**src/rtl/servo_decoder_if.sv**
```systemverilog
// Signal bundle between a servo PWM line and its decoder.
// The slave modport is the decoder side; the master modport drives the line and reads results.
interface servo_decoder_if;
    logic       servo_in;
    logic [9:0] angle;
    logic       angle_valid;
    logic       range_err;
    logic       signal_ok;

    modport master (
        output servo_in,
        input  angle,
        input  angle_valid,
        input  range_err,
        input  signal_ok
    );

    modport slave (
        input  servo_in,
        output angle,
        output angle_valid,
        output range_err,
        output signal_ok
    );
endinterface

```
**src/rtl/servo_decoder.sv**
```systemverilog
// Hobby-servo PWM receiver: measures the high time in microseconds and converts it to a
// 0..180 degree angle incrementally while the pulse is still high.
module servo_decoder #(
    parameter int unsigned TICKS_PER_US = 48,
    parameter int unsigned MIN_US       = 500,
    parameter int unsigned MAX_US       = 2500,
    parameter int unsigned MIN_PULSE_US = 100,
    parameter int unsigned MAX_PULSE_US = 3000,
    parameter int unsigned TIMEOUT_US   = 25000
) (
    input  logic            clk,
    input  logic            rst,
    servo_decoder_if.slave  bus
);

    localparam int unsigned PW = (TICKS_PER_US > 2) ? $clog2(TICKS_PER_US) : 1;

    localparam logic [PW-1:0] PrescMax = PW'(TICKS_PER_US - 1);
    localparam logic [11:0]   MinUs    = 12'(MIN_US);
    localparam logic [11:0]   MaxUs    = 12'(MAX_US);
    localparam logic [11:0]   SpanUs   = 12'(MAX_US - MIN_US);
    localparam logic [11:0]   MinPulse = 12'(MIN_PULSE_US);
    localparam logic [11:0]   MaxPulse = 12'(MAX_PULSE_US);
    localparam logic [14:0]   GapMax   = 15'(TIMEOUT_US);
    localparam logic [7:0]    DegMax   = 8'd180;

    typedef enum logic [1:0] {StWaitLow, StWaitRise, StHigh, StDone} state_e;

    state_e        r_state, w_state_nxt;
    logic [2:0]    r_sync;
    logic [PW-1:0] r_presc;
    logic [14:0]   r_gap;
    logic [11:0]   r_width, w_width_nxt;
    logic [11:0]   r_acc, w_acc_nxt, w_acc_sum;
    logic [7:0]    r_deg, w_deg_nxt;
    logic [9:0]    r_angle;
    logic          r_valid, r_range_err, r_signal_ok;
    logic          w_rise, w_fall, w_tick, w_timeout, w_stuck, w_load;

    assign w_rise    = r_sync[1] & ~r_sync[2];
    assign w_fall    = ~r_sync[1] & r_sync[2];
    assign w_tick    = (r_presc == PrescMax);
    assign w_timeout = (r_gap == GapMax);
    assign w_acc_sum = r_acc + 12'd180;

    // Synchronizer resets high so a line already high at reset is never seen as a rising edge.
    always_ff @(posedge clk or posedge rst) begin
        if (rst) begin
            r_sync  <= 3'b111;
            r_presc <= '0;
            r_gap   <= '0;
        end else begin
            r_sync <= {r_sync[1:0], bus.servo_in};
            if (w_rise || w_tick) r_presc <= '0;
            else                  r_presc <= r_presc + 1'b1;
            if (w_rise)                      r_gap <= '0;
            else if (w_tick && !w_timeout)   r_gap <= r_gap + 1'b1;
        end
    end

    always_ff @(posedge clk or posedge rst) begin
        if (rst) begin
            r_state <= StWaitLow;
            r_width <= '0;
            r_acc   <= '0;
            r_deg   <= '0;
        end else begin
            r_state <= w_state_nxt;
            r_width <= w_width_nxt;
            r_acc   <= w_acc_nxt;
            r_deg   <= w_deg_nxt;
        end
    end

    always_comb begin
        w_state_nxt = r_state;
        w_width_nxt = r_width;
        w_acc_nxt   = r_acc;
        w_deg_nxt   = r_deg;
        w_stuck     = 1'b0;
        w_load      = 1'b0;
        unique case (r_state)
            StWaitLow: begin
                if (!r_sync[1]) w_state_nxt = StWaitRise;
            end
            StWaitRise: begin
                if (w_rise) begin
                    w_width_nxt = '0;
                    w_acc_nxt   = '0;
                    w_deg_nxt   = '0;
                    w_state_nxt = StHigh;
                end
            end
            StHigh: begin
                // A tick coinciding with the falling edge is counted before the edge is acted on.
                if (w_tick) begin
                    w_width_nxt = r_width + 1'b1;
                    if (r_width >= MinUs) begin
                        if (w_acc_sum >= SpanUs) begin
                            w_acc_nxt = w_acc_sum - SpanUs;
                            if (r_deg != DegMax) w_deg_nxt = r_deg + 1'b1;
                        end else begin
                            w_acc_nxt = w_acc_sum;
                        end
                    end
                    w_stuck = (w_width_nxt == MaxPulse);
                end
                if (w_stuck) begin
                    w_state_nxt = StWaitLow;
                end else if (w_fall) begin
                    w_state_nxt = StDone;
                    w_load      = (w_width_nxt >= MinPulse);
                end
            end
            StDone: begin
                w_state_nxt = StWaitRise;
            end
            default: w_state_nxt = StWaitLow;
        endcase
    end

    // Results are registered on the falling-edge cycle so they appear while the FSM is in StDone.
    always_ff @(posedge clk or posedge rst) begin
        if (rst) begin
            r_angle     <= '0;
            r_valid     <= 1'b0;
            r_range_err <= 1'b0;
            r_signal_ok <= 1'b0;
        end else begin
            r_valid <= w_load;
            if (w_load) begin
                r_angle     <= {2'b00, w_deg_nxt};
                r_range_err <= (w_width_nxt < MinUs) || (w_width_nxt > MaxUs);
                r_signal_ok <= 1'b1;
            end else if (w_stuck || w_timeout) begin
                r_signal_ok <= 1'b0;
            end
        end
    end

    assign bus.angle       = r_angle;
    assign bus.angle_valid = r_valid;
    assign bus.range_err   = r_range_err;
    assign bus.signal_ok   = r_signal_ok;

endmodule

```
**src/flat_wrapper.sv**
```systemverilog
// flat-port wrapper written by rule: the top's interface ports become plain ports
module servo_decoder_flat 
#(
    parameter int unsigned TICKS_PER_US = 48,
    parameter int unsigned MIN_US       = 500,
    parameter int unsigned MAX_US       = 2500,
    parameter int unsigned MIN_PULSE_US = 100,
    parameter int unsigned MAX_PULSE_US = 3000,
    parameter int unsigned TIMEOUT_US   = 25000
)
  (clk, rst, bus_servo_in, bus_angle, bus_angle_valid, bus_range_err, bus_signal_ok);
  servo_decoder_if bus_i ();
  input  logic clk;
  input  logic rst;
  input wire logic [$bits(bus_i.servo_in)-1:0] bus_servo_in;
  output wire logic [$bits(bus_i.angle)-1:0] bus_angle;
  output wire logic [$bits(bus_i.angle_valid)-1:0] bus_angle_valid;
  output wire logic [$bits(bus_i.range_err)-1:0] bus_range_err;
  output wire logic [$bits(bus_i.signal_ok)-1:0] bus_signal_ok;
  assign bus_i.servo_in = bus_servo_in;
  assign bus_angle = bus_i.angle;
  assign bus_angle_valid = bus_i.angle_valid;
  assign bus_range_err = bus_i.range_err;
  assign bus_signal_ok = bus_i.signal_ok;
  servo_decoder #(.TICKS_PER_US(TICKS_PER_US), .MIN_US(MIN_US), .MAX_US(MAX_US), .MIN_PULSE_US(MIN_PULSE_US), .MAX_PULSE_US(MAX_PULSE_US), .TIMEOUT_US(TIMEOUT_US)) u_core (.clk(clk), .rst(rst), .bus(bus_i));
endmodule
```
**config.mk**
```make
export PLATFORM = sky130hd
export DESIGN_NAME = servo_decoder_flat
export DESIGN_NICKNAME = d
export VERILOG_FILES = /design/src/rtl/servo_decoder_if.sv /design/src/rtl/servo_decoder.sv /design/src/flat_wrapper.sv
export SDC_FILE = /design/constraint.sdc
export NUM_CORES = 1
export LEC_CHECK = 0
export CORE_MARGIN = 5
export CORE_UTILIZATION = 50
export DETAILED_ROUTE_END_ITERATION = 7
export PLACE_DENSITY = 0.7
export SLEW_MARGIN = 30
export SYNTH_ARGS = -nofsm -noshare
export SYNTH_HDL_FRONTEND = slang
export SYNTH_SLANG_ARGS = --single-unit
```
**constraint.sdc**
```tcl
create_clock -name clk -period 3.2 [get_ports clk]
set_clock_uncertainty 0.1 [all_clocks]
set_input_delay 0.48 -clock clk [delete_from_list [all_inputs] [get_ports clk]]
set_output_delay 0.48 -clock clk [all_outputs]
set_load 0.05 [all_outputs]
```
After elaboration in Yosys (flattened, before gate mapping)
Index checks and enable logic that the tools add are counted.
Widths: inputs -> output; s select.
- reduce and logical (&&, ||, !) cells: 11
- equal/unequal tests: 12
- $add $sub $neg: 6
- mux-type cells: 31
- bitwise logic cells: 4
- magnitude comparators: 5
- operator list (cell ; count):
    $mux 12 ; 7
    $pmux 12 s2 ; 2
    $mux 8 ; 5
    $mux 15 ; 2
    $pmux 8 s2 ; 1
    $add 15x1->15 const B ; 1
    $eq 15x15->1 const B ; 1
    $add 12x1->12 const B ; 1
    $add 12x8->12 const B ; 1
    $eq 12x12->1 const B ; 1
    $ge 12x11->1 const B ; 1
    $ge 12x7->1 const B ; 1
    $ge 12x9->1 const B ; 1
    $gt 12x12->1 const B ; 1
    $lt 12x9->1 const B ; 1
    $sub 12x11->12 const B ; 1
    $add 8x1->8 const B ; 1
    $mux 1 ; 8
    $mux 2 ; 4
    $ne 8x8->1 const B ; 1
    $pmux 2 s4 ; 1
    $add 6x1->6 const B ; 1
    $eq 6x6->1 const B ; 1
    $mux 6 ; 1
    other kinds (14) ; 23
- input port bits: 3
- word-level logic and storage cells: 80
- output and inout bits: 13
- bits in registers: 69

Longest topological paths before layout
Gate-level depths: netlist of the first run.
- word-level depth: 8
- mapped depth: 13
- gate-level depth less buffers: 11

Least setup slack after synthesis of the first run
Ideal clock, no wire load.
- kind: register to register
- start point: reg u_core.r_acc[2]
- end point: reg u_core.r_acc[7]
- library setup time: 121 ps
- cell stages (with the launch flop): 14
- path buffers: 2
- slack: 142 ps
- data required time: 2979 ps
- arrival: 2837 ps
- period minus slack after synthesis: 3058 ps
- cell sequence: dfrtp_1 and2_1 clkbuf_1 nor2_1 xnor2_1 ha_1 a21bo_2 nand3_1 a2bb2oi_1 o21ba_2 buf_4 o32ai_1 or3_1 a22o_1
- longest elaborated chain between the ends: 6
- elaborated cells between the ends (all ways): 7
- those cells by class: 2 x add/sub; 1 x order compare; 4 x mux
- ends and longest elaborated chain (element ; line ; RTL):
    start, declared ; servo_decoder.sv:34 ; logic [11:0] r_acc, w_acc_nxt, w_acc_sum;
    start signal, assigned ; servo_decoder.sv:70 ; r_acc <= w_acc_nxt;
    $add 12x8->12 * ; servo_decoder.sv:44 ; assign w_acc_sum = r_acc + 12'd180;
    $sub 12x11->12 or $ge 12x11->1 (tied branches) ; servo_decoder.sv:100, servo_decoder.sv:99 ;
    $mux 12 * ; servo_decoder.sv:99 ; if (w_acc_sum >= SpanUs) begin
    $mux 12 * ; servo_decoder.sv:98 ; if (r_width >= MinUs) begin
    $mux 12 * ; servo_decoder.sv:96 ; if (w_tick) begin
    $pmux 12 s2 * ; servo_decoder.sv:82 ; unique case (r_state)
Every way passes the cells marked *; elsewhere a longest branch is shown, timed or not. The select of a mux whose other input is x is not followed.
A chain may end at the register's enable or synchronous reset.

Worst setup path in the final report of the first run
Same ends and word-level chain as after synthesis.

==> out/metrics.csv, run 1 <==
stage,metric,value,unit
run_status,outcome,finished clean,
cts,clock net sink count,67,
finish,Nets,532,
cts,clock slew at reported path FFs,80,ps
synth,Post-synth EDFFs,0,
worst_setup_path,worst reg2reg path depth,11,
finish,Fillers,796,
timing,part of the cycle the worst path needs,96.2,%
synth,Most used DFF post-synth,dfrtp_1,
worst_setup_path,Crit. End Element,flip-flop,
cts,root buf cell,clkbuf_8,
global_routing,routing usage on met1,29.5,%
timing,post-layout minimum cycle time,3080,ps
timing,Final Hold Fails,0,
floorplan,cell row count,34,
finish,Seq. cell area,1680,µm²
timing,Slew Limit Headroom,56.4,%
detailed_routing,Initial DRC Count,321,
timing,Worst Tran Pin Value,650,ps
synth,post-synth top area cell,dfrtp_1,
synth,Synth top cells by count,"dfrtp_1, nand2_1, nor2_1, o21ai_0, a21oi_1",
cts,worst-skew pair later-pin latency,340,ps
worst_hold_path,worst hold path class,reg -> reg,
finish,Final Cell Area,4940,µm²
global_routing,vias in the first global route,3781,
flow_run,max-cap viol count,0,
worst_setup_path,flop2flop setup slack,120,ps
synth,Synth cell types,76,
synth,YS warnings,0,
power,pwr/cell area,505,nW/µm²
synth,Mapped Cells,500,
detailed_routing,1st-pass router iterations,7,
placed_design,placed cell area,4670,µm²
cts,CTS Buf Count,9,
floorplan,# IOs,16,
synth,"Seq/Total Area, Yosys",38.1,%
worst_setup_path,worst reg2reg path startpoint,u_core.r_acc[2],
global_routing,grt met2 use,32.2,%
timing,WHS,257,ps
worst_setup_path,crit start category,flip-flop,
placed_design,routability cong.,0.985,
finish,share of cells above drive strength 1,14.3,%
timing,Fmax,0.325,GHz
power,LEAKAGE,2.04,nW
worst_setup_path,Critical Path Sink,u_core.r_acc[7],
global_routing,initial antenna violation count,0,
worst_setup_path,CP required,3340,ps
global_routing,largest net degree at the start of global routing,41,
synth,synth top area cells,"dfrtp_1, ha_1, nand2_1",
floorplan,Die X-Extent,104,µm
worst_setup_path,CP Launch Point,u_core.r_acc[2],
floorplan,Die ar.,10800,µm²
finish,multi-input logic area,2520,µm²
global_routing,GRT Overall Usage,20.7,%
floorplan,Core Area,8680,µm²
finish,area grow syn2layout,11.8,%
worst_setup_path,CP Data Arrival Time,3220,ps
synth,"Async S/R FF share, synth",100,%
detailed_routing,Antenna Nets Post-Route,0,
placed_design,PortBufs,13,
worst_setup_path,Setup CP Type,reg -> reg,
cts,TritonCTS clock tree,done,
global_routing,total grt overflow,0,
timing,final setup vio count,0,
synth,cell area after synthesis,4410,µm²
timing,Slew Limit Fails,0,
synth,#FFs+latches synth,67,
cts,Bufs on Longest Clock Path,2,
worst_setup_path,Critical R2R Capture,u_core.r_acc[7],
placed_design,HPWL Detailed,7700,µm
global_routing,first-pass GRT wire length,18900,µm
global_routing,GRT met3 Usage,4.22,%
floorplan,die height,104,µm
synth,synthesized area per cell,8.83,µm²
power,Max VDD drop,0.267,mV
synth,most common cell in the netlist,dfrtp_1,
timing,RSZ-0062 raised after global routing,yes,
finish,# diodes,0,
global_routing,GR peak layer,met2,
detailed_routing,final WL,11200,µm
worst_setup_path,crit-path max FO,11,
detailed_routing,# DRC,0,
synth,post-synth top area share,36.3,%
detailed_routing,number of vias in the routed layout,3990,
floorplan,Initial Utilization,50.9,%
power,total power,0.00249,W
cts,htree depth,3,
detailed_routing,DR vias/cell,6.36,
detailed_routing,Avg WL per Cell,17.9,µm
## cells in the final DEF (no fill, tap or decap), drive strengths merged, types with 7 or more instances in the layout
| cell | instances |
|---|---|
| o211ai | 14 |
| inv | 20 |
| mux2 | 7 |
| nor3 | 20 |
| or3 | 10 |
| clkbuf | 13 |
| nor4 | 9 |
| dfrtp | 64 |
| xor2 | 10 |
| buf | 23 |
| nor2 | 39 |
| and2 | 8 |
| a21oi | 20 |
| o21ai | 33 |
| nand4 | 16 |
| a31oi | 12 |
| nand2 | 41 |
| ha | 15 |
| xnor2 | 12 |
| clkdlybuf4s50 | 13 |
| nand3 | 19 |
## cell families (layout without fill, tap and decap cells)
logic type,count (synthesis),after routing,synth area share [%]
buffers and inverters,55,72,5.87
flip-flops,67,67,38.1
AO/OA/AOI/OAI,137,138,21.5
AND/OR/NAND/NOR,194,194,23.6
adder cells (fa/ha/maj),15,15,4.25
other,1,2,0.0850
multiplexers,9,9,2.24
XOR/XNOR,22,22,4.36
## per-stage QoR
step	std cells	setup slack [ps]	setup TNS, ps	utilization, %
after floorplan	501	142	0	-
final	627	121	0	56.9
after global placement	608	150	0	53.8
after global routing	627	-40.3	-59.9	56.9
after detailed placement	608	-11.8	-11.8	53.8
after CTS	624	8.73	0	56.4
## worst max-delay path, stage by stage, from the launching register on
cell and delay, ps:
dfrtp_1 450, and2_1 210, nor2_1 150, xnor2_1 180, ha_1 210, a21bo_2 240, nand3_1 110, a2bb2oi_2 330
o21ba_4 310, o32ai_1 120, or3_1 370, a22o_1 200
## what timing repair did
item / 4_1_cts / 5_1_grt
endpoints found under the setup margin: 1 / 10
hold buffers: 0 / 0
pin swaps: 0 / 1
cloned: 0 / 1
setup buffers: 0 / 2
gates resized for setup: 1 / 4
## routing by layer
layer	up-vias	part of all wire, %
met5	-	0
met4	0	1.3
met3	21	6.4
met2	161	47
met1	1932	46
li1	1876	-
## worst min path at each step
| stage | from | end | cells past startpoint |
|---|---|---|---|
| final | u_core.r_sync[0] | u_core.r_sync[1] | 0 |
| after global routing | u_core.r_sync[0] | u_core.r_sync[1] | 0 |
| after CTS | u_core.r_sync[0] | u_core.r_sync[1] | 0 |
| after detailed placement | u_core.r_sync[0] | u_core.r_sync[1] | 0 |
| after global placement | u_core.r_sync[0] | u_core.r_sync[1] | 0 |
| after floorplan | u_core.r_sync[0] | u_core.r_sync[1] | 0 |
## cell type report
type / count / area share, %
clock buffer: 13 / 3.42
inverter: 20 / 1.52
multi-input combinational: 380 / 51.0
sequential: 67 / 34.0
timing repair buffer: 36 / 6.39
tap: 108 / 2.74
clock inverter: 3 / 0.912
## state kept, by name, indices dropped and copies added (netlist names), 2 cells and up
| name | count |
|---|---|
| u_core.bus.angle | 8 |
| u_core.r_acc | 10 |
| u_core.r_deg | 8 |
| u_core.r_gap | 15 |
| u_core.r_presc | 6 |
| u_core.r_state | 2 |
| u_core.r_sync | 3 |
| u_core.r_width | 12 |
## power breakdown
group,internal (W),switching (W)
clock,0.000425,0.000335
sequential,0.000898,0.0000789
combinational,0.000292,0.000465
Note: power is estimated with default switching activity, not from simulation.
==> inputs of run 2 (changes only) <==
--- a/config.mk
+++ b/config.mk
@@ -5,7 +5,6 @@
 export SDC_FILE = /design/constraint.sdc
 export NUM_CORES = 1
 export LEC_CHECK = 0
-export CORE_MARGIN = 5
 export CORE_UTILIZATION = 50
 export DETAILED_ROUTE_END_ITERATION = 7
 export PLACE_DENSITY = 0.7
==> constraint.sdc (replaced) <==
create_clock -name clk -period 2.75 [get_ports clk]
set_clock_uncertainty 0.1 [all_clocks]
set_input_delay 0.4125 -clock clk [delete_from_list [all_inputs] [get_ports clk]]
set_output_delay 0.4125 -clock clk [all_outputs]
set_load 0.05 [all_outputs]
==> run 2 against run 1 <==
The flow now finishes with violations (setup timing). Die area is 15% lower. First-iteration DRC count is 11% lower. Combinational power up 44%. Final cell count increased by 5.3%. Worst setup slack got worse by 170 ps. Non-clock buffer count up 35. Register-to-register slack worse by 170 ps. Flip-flop and latch count stayed put. Sequential share of layout area is 3.3 points lower. Clock power rose by 16%. Routed wire length rose by 2.9%. Power up 25%. Critical path type unchanged. Critical endpoint unchanged. Largest power group unchanged.
==> out/metrics.csv, run 2 (synthesized netlist as in run 1, its figures left out) <==
stage,metric,value,unit,change
global_routing,vias in the first global route,3693,,-2.3%
worst_setup_path,flop2flop setup slack,-50,ps,-170 ps
worst_setup_path,"Critical Path, Cell by Cell",and2_4 -> nor2_4 -> xnor2_4 -> ha_4 -> a21bo_4 -> buf_6 -> a2bb2oi_4 -> o21ba_4 -> o32ai_4 -> or3_1 -> a22o_1,,
worst_hold_path,hold path cells,0,,unchanged
global_routing,initial antenna violation count,0,,unchanged
worst_setup_path,Crit-path slowest cell,dfrtp_1,,
timing,Final Hold Fails,0,,unchanged
finish,most frequent cells in the layout,"dfrtp_1, buf_4, nand2_1",,
flow_run,max-cap viol count,0,,unchanged
worst_setup_path,Setup CP Type,reg -> reg,,
cts,worst-skew pair later-pin latency,350,ps,about the same
finish,"commonest non-fill, non-tap cell in the layout",dfrtp_1,,
timing,final setup vio count,5,,+5
placed_design,placed cell area,4930,µm²,+5.6%
finish,# diodes,0,,unchanged
timing,part of the cycle the worst path needs,102,%,+5.6 points
finish,Largest regs,"u_core.r_gap x15, u_core.r_width x12, u_core.r_acc x10",,
global_routing,grt met2 use,38.3,%,+6.1 points
floorplan,die height,96.0,µm,-7.7%
finish,share of cells above drive strength 1,26.5,%,+12 points
timing,Worst Tran Pin Value,591,ps,-58.6 ps
worst_setup_path,crit start category,flip-flop,,
finish,Fillers,667,,-16%
cts,TritonCTS clock tree,done,,
global_routing,largest net degree at the start of global routing,41,,unchanged
global_routing,GRT Overall Usage,25.1,%,+4.3 points
finish,area grow syn2layout,24.1,%,
floorplan,Initial Utilization,52.7,%,+1.8 points
cts,root buf cell,clkbuf_8,,
floorplan,Core Area,8380,µm²,-3.4%
finish,Seq. cell area,1680,µm²,about the same
finish,Final Util,65.4,%,+8.5 points
cts,Bufs on Longest Clock Path,2,,unchanged
placed_design,pre-CTS WS,-170,ps,-158 ps
global_routing,first-pass GRT wire length,17800,µm,-5.6%
power,pwr/cell area,567,nW/µm²,+12%
timing,post-layout minimum cycle time,2800,ps,-280 ps
detailed_routing,final WL,11600,µm,+2.9%
cts,htree depth,3,,unchanged
cts,CTS Buf Count,9,,unchanged
detailed_routing,1st-pass router iterations,7,,unchanged
cts,clock slew at reported path FFs,80,ps,about the same
worst_setup_path,worst reg2reg path depth,11,,unchanged
finish,multi-input logic area,2790,µm²,+11%
floorplan,# IOs,16,,unchanged
global_routing,GR peak layer,met2,,
run_status,failing checks,setup timing,,
placed_design,HPWL Detailed,7550,µm,-2.0%
worst_setup_path,CP required,2880,ps,-460 ps
global_routing,routing usage on met1,34.2,%,+4.8 points
finish,Top reg by flops,u_core.r_gap,,
finish,max reg flops,15,,unchanged
finish,Nets,568,,+6.8%
worst_setup_path,crit-path max FO,5,,-6
timing,RSZ-0062 raised after global routing,yes,,
detailed_routing,Avg WL per Cell,17.5,µm,-2.2%
detailed_routing,Antenna Nets Post-Route,0,,unchanged
global_routing,total grt overflow,0,,unchanged
detailed_routing,number of vias in the routed layout,4163,,+4.3%
worst_setup_path,CP max stage delay,440,ps,about the same
floorplan,Die X-Extent,96.0,µm,-7.7%
detailed_routing,DR vias/cell,6.31,,-0.88%
floorplan,Die ar.,9210,µm²,-15%
cts,clock net sink count,67,,unchanged
run_status,outcome,"finished, violations left",,
floorplan,cell row count,33,,-2.9%
timing,Fmax,0.357,GHz,+10%
worst_setup_path,CP Data Arrival Time,2930,ps,-290 ps
placed_design,PortBufs,13,,unchanged
timing,WHS,274,ps,+17.2 ps
worst_setup_path,Crit path max-delay family,compound AO/OA/AOI/OAI gates,,
power,Max VDD drop,0.371,mV,+39%
detailed_routing,# DRC,0,,unchanged
timing,final worst slack,-48.6,ps,-170 ps
global_routing,GRT met3 Usage,3.87,%,-0.35 points
timing,Slew Limit Headroom,60.3,%,+3.9 points
placed_design,routability cong.,0.955,,-3.0%
detailed_routing,Initial DRC Count,285,,-11%
worst_setup_path,Crit. End Element,flip-flop,,
finish,Final Cell Area,5480,µm²,+11%
timing,Slew Limit Fails,0,,unchanged
worst_setup_path,Buf/Inv on CP,1,,+1
worst_hold_path,worst hold path class,reg -> reg,,
power,LEAKAGE,2.25,nW,+10%
worst_setup_path,WP depth,11,,unchanged
[run 2: cell types whose count changed in the layout (fill, tap and decap cells not counted), sizes merged]
cell      before  now
o21ba          1    2
buf           23   58
clkbuf        13   11
clkinvlp       2    1
inv           20   21
clkinv         0    2
[run 2: where the power goes]
group	total (W)	switching, W	internal (W)
clock	0.000881	0.000409	0.000472
sequential	0.00113	0.0000867	0.00105
combinational	0.00109	0.000641	0.000452
[run 2: layout make-up]
type,instances,area share [%]
Inverter,20,1.42
Timing Repair Buffer,71,10.7
Sequential cell,67,30.7
Tap cell,105,2.40
Clock buffer,11,2.76
Multi-Input combinational cell,381,50.9
Clock inverter,5,1.10
[run 2: worst paths after layout]
check	start	end
setup / recovery	u_core.r_acc[2]	u_core.r_acc[7]
hold / removal	u_core.r_sync[0]	u_core.r_sync[1]
setup reg to reg	u_core.r_acc[2]	u_core.r_acc[7]
hold reg to reg	u_core.r_sync[0]	u_core.r_sync[1]
max in group asynchronous	rst	u_core.r_acc[4]
min in group asynchronous	rst	u_core.bus.angle[4]
[run 2: stage by stage]
stage | cells | power, W | TNS (ps)
global placement | 631 | 0.00209 | -27.1
global route | 660 | 0.00326 | -1490
detailed placement | 631 | 0.00211 | -690
CTS | 648 | 0.00299 | 0
finish | 660 | 0.00311 | -125
floorplan | 501 | 0.00177 | 0
[run 2: worst register-to-register path: cells and delay by family (launching register included)]
family                   cells  cell delay (ps)
AND/OR/NAND/NOR              3              660
adder cells (fa/ha/maj)      1              160
XOR/XNOR                     1              150
AO/OA/AOI/OAI                5             1060
buffers and inverters        1              110
flip-flops                   1              440
[run 2: metal layers]
layer  vias to the layer above  wire, µm
li1                       1955         -
met5                         -         0
met3                        40       784
met1                      1988      4960
met2                       180      5370
met4                         0       447
[run 2: what timing repair did]
action | in CTS | in global routing
hold buffers | 0 | 0
pin swaps | 2 | 24
gates resized for setup | 6 | 42
cloned | 0 | 2
setup buffers | 1 | 10
setup endpoints to repair | 8 | 25
==> inputs of run 3 (changes only) <==
--- a/config.mk
+++ b/config.mk
@@ -7,7 +7,7 @@
 export LEC_CHECK = 0
 export CORE_UTILIZATION = 50
 export DETAILED_ROUTE_END_ITERATION = 7
-export PLACE_DENSITY = 0.7
+export PLACE_DENSITY = 0.67
 export SLEW_MARGIN = 30
 export SYNTH_ARGS = -nofsm -noshare
 export SYNTH_HDL_FRONTEND = slang
==> constraint.sdc (replaced) <==
create_clock -name clk -period 3.06 [get_ports clk]
set_clock_uncertainty 0.1 [all_clocks]
set_input_delay 0.459 -clock clk [delete_from_list [all_inputs] [get_ports clk]]
set_output_delay 0.459 -clock clk [all_outputs]
set_load 0.05 [all_outputs]
==> run 3 against run 2 <==
The flow now finishes without violations. Final cell count down 3.9%. Register-to-register slack better by 200 ps. Sequential share of layout area up 2.5 points. Die area unchanged. Worst setup slack improved by 200 ps. Count of clock-buffer cells in the layout is 1 lower. Critical path depth up 1. Critical path type unchanged. Largest power group unchanged.
==> out/metrics.csv, run 3 (synthesized netlist as in run 1, its figures left out) <==
stage,metric,value,unit,change
timing,Worst Tran Pin Value,581,ps,-10.4 ps
detailed_routing,DR vias/cell,6.27,,-0.63%
worst_setup_path,CP required,3240,ps,+360 ps
floorplan,# IOs,16,,unchanged
worst_setup_path,flop2flop setup slack,150,ps,+200 ps
timing,Slew Limit Headroom,61.0,%,+0.70 points
flow_run,max-cap viol count,0,,unchanged
floorplan,Die X-Extent,96.0,µm,unchanged
finish,area grow syn2layout,14.7,%,
power,LEAKAGE,2.12,nW,-5.8%
timing,Final Hold Fails,0,,unchanged
floorplan,Die ar.,9210,µm²,unchanged
power,Max VDD drop,0.375,mV,+1.2%
worst_hold_path,hold-critical path endpoint,u_core.r_sync[1],,
cts,Bufs on Longest Clock Path,2,,unchanged
global_routing,first-pass GRT wire length,18000,µm,+0.70%
finish,Top reg by flops,u_core.r_gap,,
cts,htree depth,3,,unchanged
floorplan,cell row count,33,,unchanged
cts,TritonCTS clock tree,done,,
detailed_routing,number of vias in the routed layout,3974,,-4.5%
power,pwr/cell area,560,nW/µm²,-1.2%
cts,clock net sink count,67,,unchanged
worst_setup_path,crit start category,flip-flop,,
worst_setup_path,worst reg2reg path startpoint,u_core.r_acc[2],,
placed_design,pre-CTS WS,-22.3,ps,+147 ps
floorplan,Core Area,8380,µm²,unchanged
finish,share of cells above drive strength 1,16.1,%,-10 points
placed_design,Post-Place Cells,615,,-2.5%
timing,Slew Limit Fails,0,,unchanged
finish,Largest regs,"u_core.r_gap x15, u_core.r_width x12, u_core.r_acc x10",,
placed_design,HPWL Detailed,7690,µm,+1.9%
detailed_routing,Avg WL per Cell,17.0,µm,-3.1%
worst_hold_path,worst hold path class,reg -> reg,,
global_routing,initial antenna violation count,0,,unchanged
placed_design,routability cong.,0.945,,-1.1%
timing,RSZ-0062 raised after global routing,no,,
worst_setup_path,Crit. End Element,flip-flop,,
finish,max reg flops,15,,unchanged
timing,part of the cycle the worst path needs,95.0,%,-6.8 points
worst_setup_path,crit-path max FO,11,,+6
timing,final worst slack,153,ps,+201 ps
finish,post-route insts no fill,634,,-3.9%
global_routing,GRT Overall Usage,25.3,%,+0.22 points
detailed_routing,final WL,10800,µm,-6.9%
detailed_routing,Initial DRC Count,213,,-25%
worst_setup_path,CP Data Arrival Time,3090,ps,+160 ps
worst_hold_path,Hold Crit Start,u_core.r_sync[0],,
detailed_routing,Antenna Nets Post-Route,0,,unchanged
worst_setup_path,worst reg2reg path depth,12,,+1
global_routing,vias in the first global route,3673,,-0.54%
timing,post-layout minimum cycle time,2910,ps,+109 ps
cts,root buf cell,clkbuf_8,,
finish,most frequent cells in the layout,"dfrtp_1, nand2_1, nor2_1",,
worst_hold_path,hold path cells,0,,unchanged
power,total power,0.00284,W,-8.7%
timing,WHS,264,ps,-9.81 ps
detailed_routing,# DRC,0,,unchanged
timing,final setup vio count,0,,-5
worst_setup_path,Setup CP Type,reg -> reg,,
finish,Nets,542,,-4.6%
finish,Final Cell Area,5060,µm²,-7.6%
floorplan,Initial Utilization,52.7,%,unchanged
floorplan,die height,96.0,µm,unchanged
run_status,outcome,finished clean,,
cts,CTS Buf Count,9,,unchanged
global_routing,total grt overflow,0,,unchanged
cts,clock slew at reported path FFs,90,ps,about the same
finish,"commonest non-fill, non-tap cell in the layout",dfrtp_1,,
detailed_routing,1st-pass router iterations,5,,-2
worst_setup_path,Critical R2R Capture,u_core.bus.angle[2],,
placed_design,PortBufs,13,,unchanged
global_routing,largest net degree at the start of global routing,45,,+9.8%
placed_design,placed cell area,4740,µm²,-3.9%
timing,Fmax,0.344,GHz,-3.7%
cts,worst-skew pair later-pin latency,340,ps,about the same
finish,# diodes,0,,unchanged
-- run 3: cell types whose count changed in the layout (fill, tap and decap cells not counted), sizes merged --
cell    change
inv         -1
buf        -24
o21bai      -1
o21ba       -1
bufinv      +3
clkinv      -1
clkbuf      -1
-- run 3: critical path, cell delays in order, from the launching register on --
cell and delay, ps:
dfrtp_1 400, and2_1 180, nor2_1 160, xnor2_1 120, ha_1 230, a21bo_2 210, nand3_1 90, a2bb2oi_2 210
o21bai_4 290, buf_4 170, a41oi_1 110, a211oi_1 350, mux2_2 220
-- run 3: final cells by class --
cell class / instances / area (µm²)
Timing Repair Buffer: 47 / 398
Fill cell: 748 / 3320
Inverter: 20 / 75.1
Tap cell: 105 / 131
Clock buffer: 10 / 138
Clock inverter: 6 / 136
Sequential cell: 67 / 1680
Multi-Input combinational cell: 379 / 2510
-- run 3: metal layers --
layer | vias up | part of all wire (%) | track usage (%)
met5 | - | 0 | 0
met4 | 0 | 1.1 | 7.71
met3 | 14 | 6.7 | 4.66
met2 | 143 | 47 | 39.6
met1 | 1924 | 45 | 35.6
li1 | 1893 | - | -
-- run 3: through the flow --
stage          setup TNS, ps  util [%]
6_report                   0      60.4
3_5_place_dp           -22.3      56.6
5_1_grt                    0      60.4
4_1_cts                    0      60.0
3_3_place_gp               0      56.6
2_1_floorplan              0         -
-- run 3: worst max-delay path by stage --
stage	start	endpoint	slack (ps)	cells past startpoint
after global routing	u_core.r_acc[2]	u_core.r_acc[7]	6	11
after global placement	u_core.r_acc[2]	u_core.r_acc[7]	50	11
after CTS	u_core.r_acc[2]	u_core.r_acc[7]	40	11
final	u_core.r_acc[2]	u_core.bus.angle[2]	150	12
after floorplan	u_core.r_acc[2]	u_core.r_acc[7]	2	13
after detailed placement	u_core.r_acc[2]	u_core.r_acc[7]	-20	11
-- run 3: power breakdown --
part	switching, W	leakage [nW]	internal [W]
Clock	0.000363	0.133	0.000648
Combinational	0.000490	1.07	0.000325
Sequential	0.0000723	0.917	0.000939
-- run 3: repair_timing --
item / 4_1_cts / 5_1_grt
pin swaps: 0 / 1
gates resized for setup: 2 / 3
endpoints found under the setup margin: 1 / 11
buffers inserted: 0 / 3
hold buffers: 0 / 0
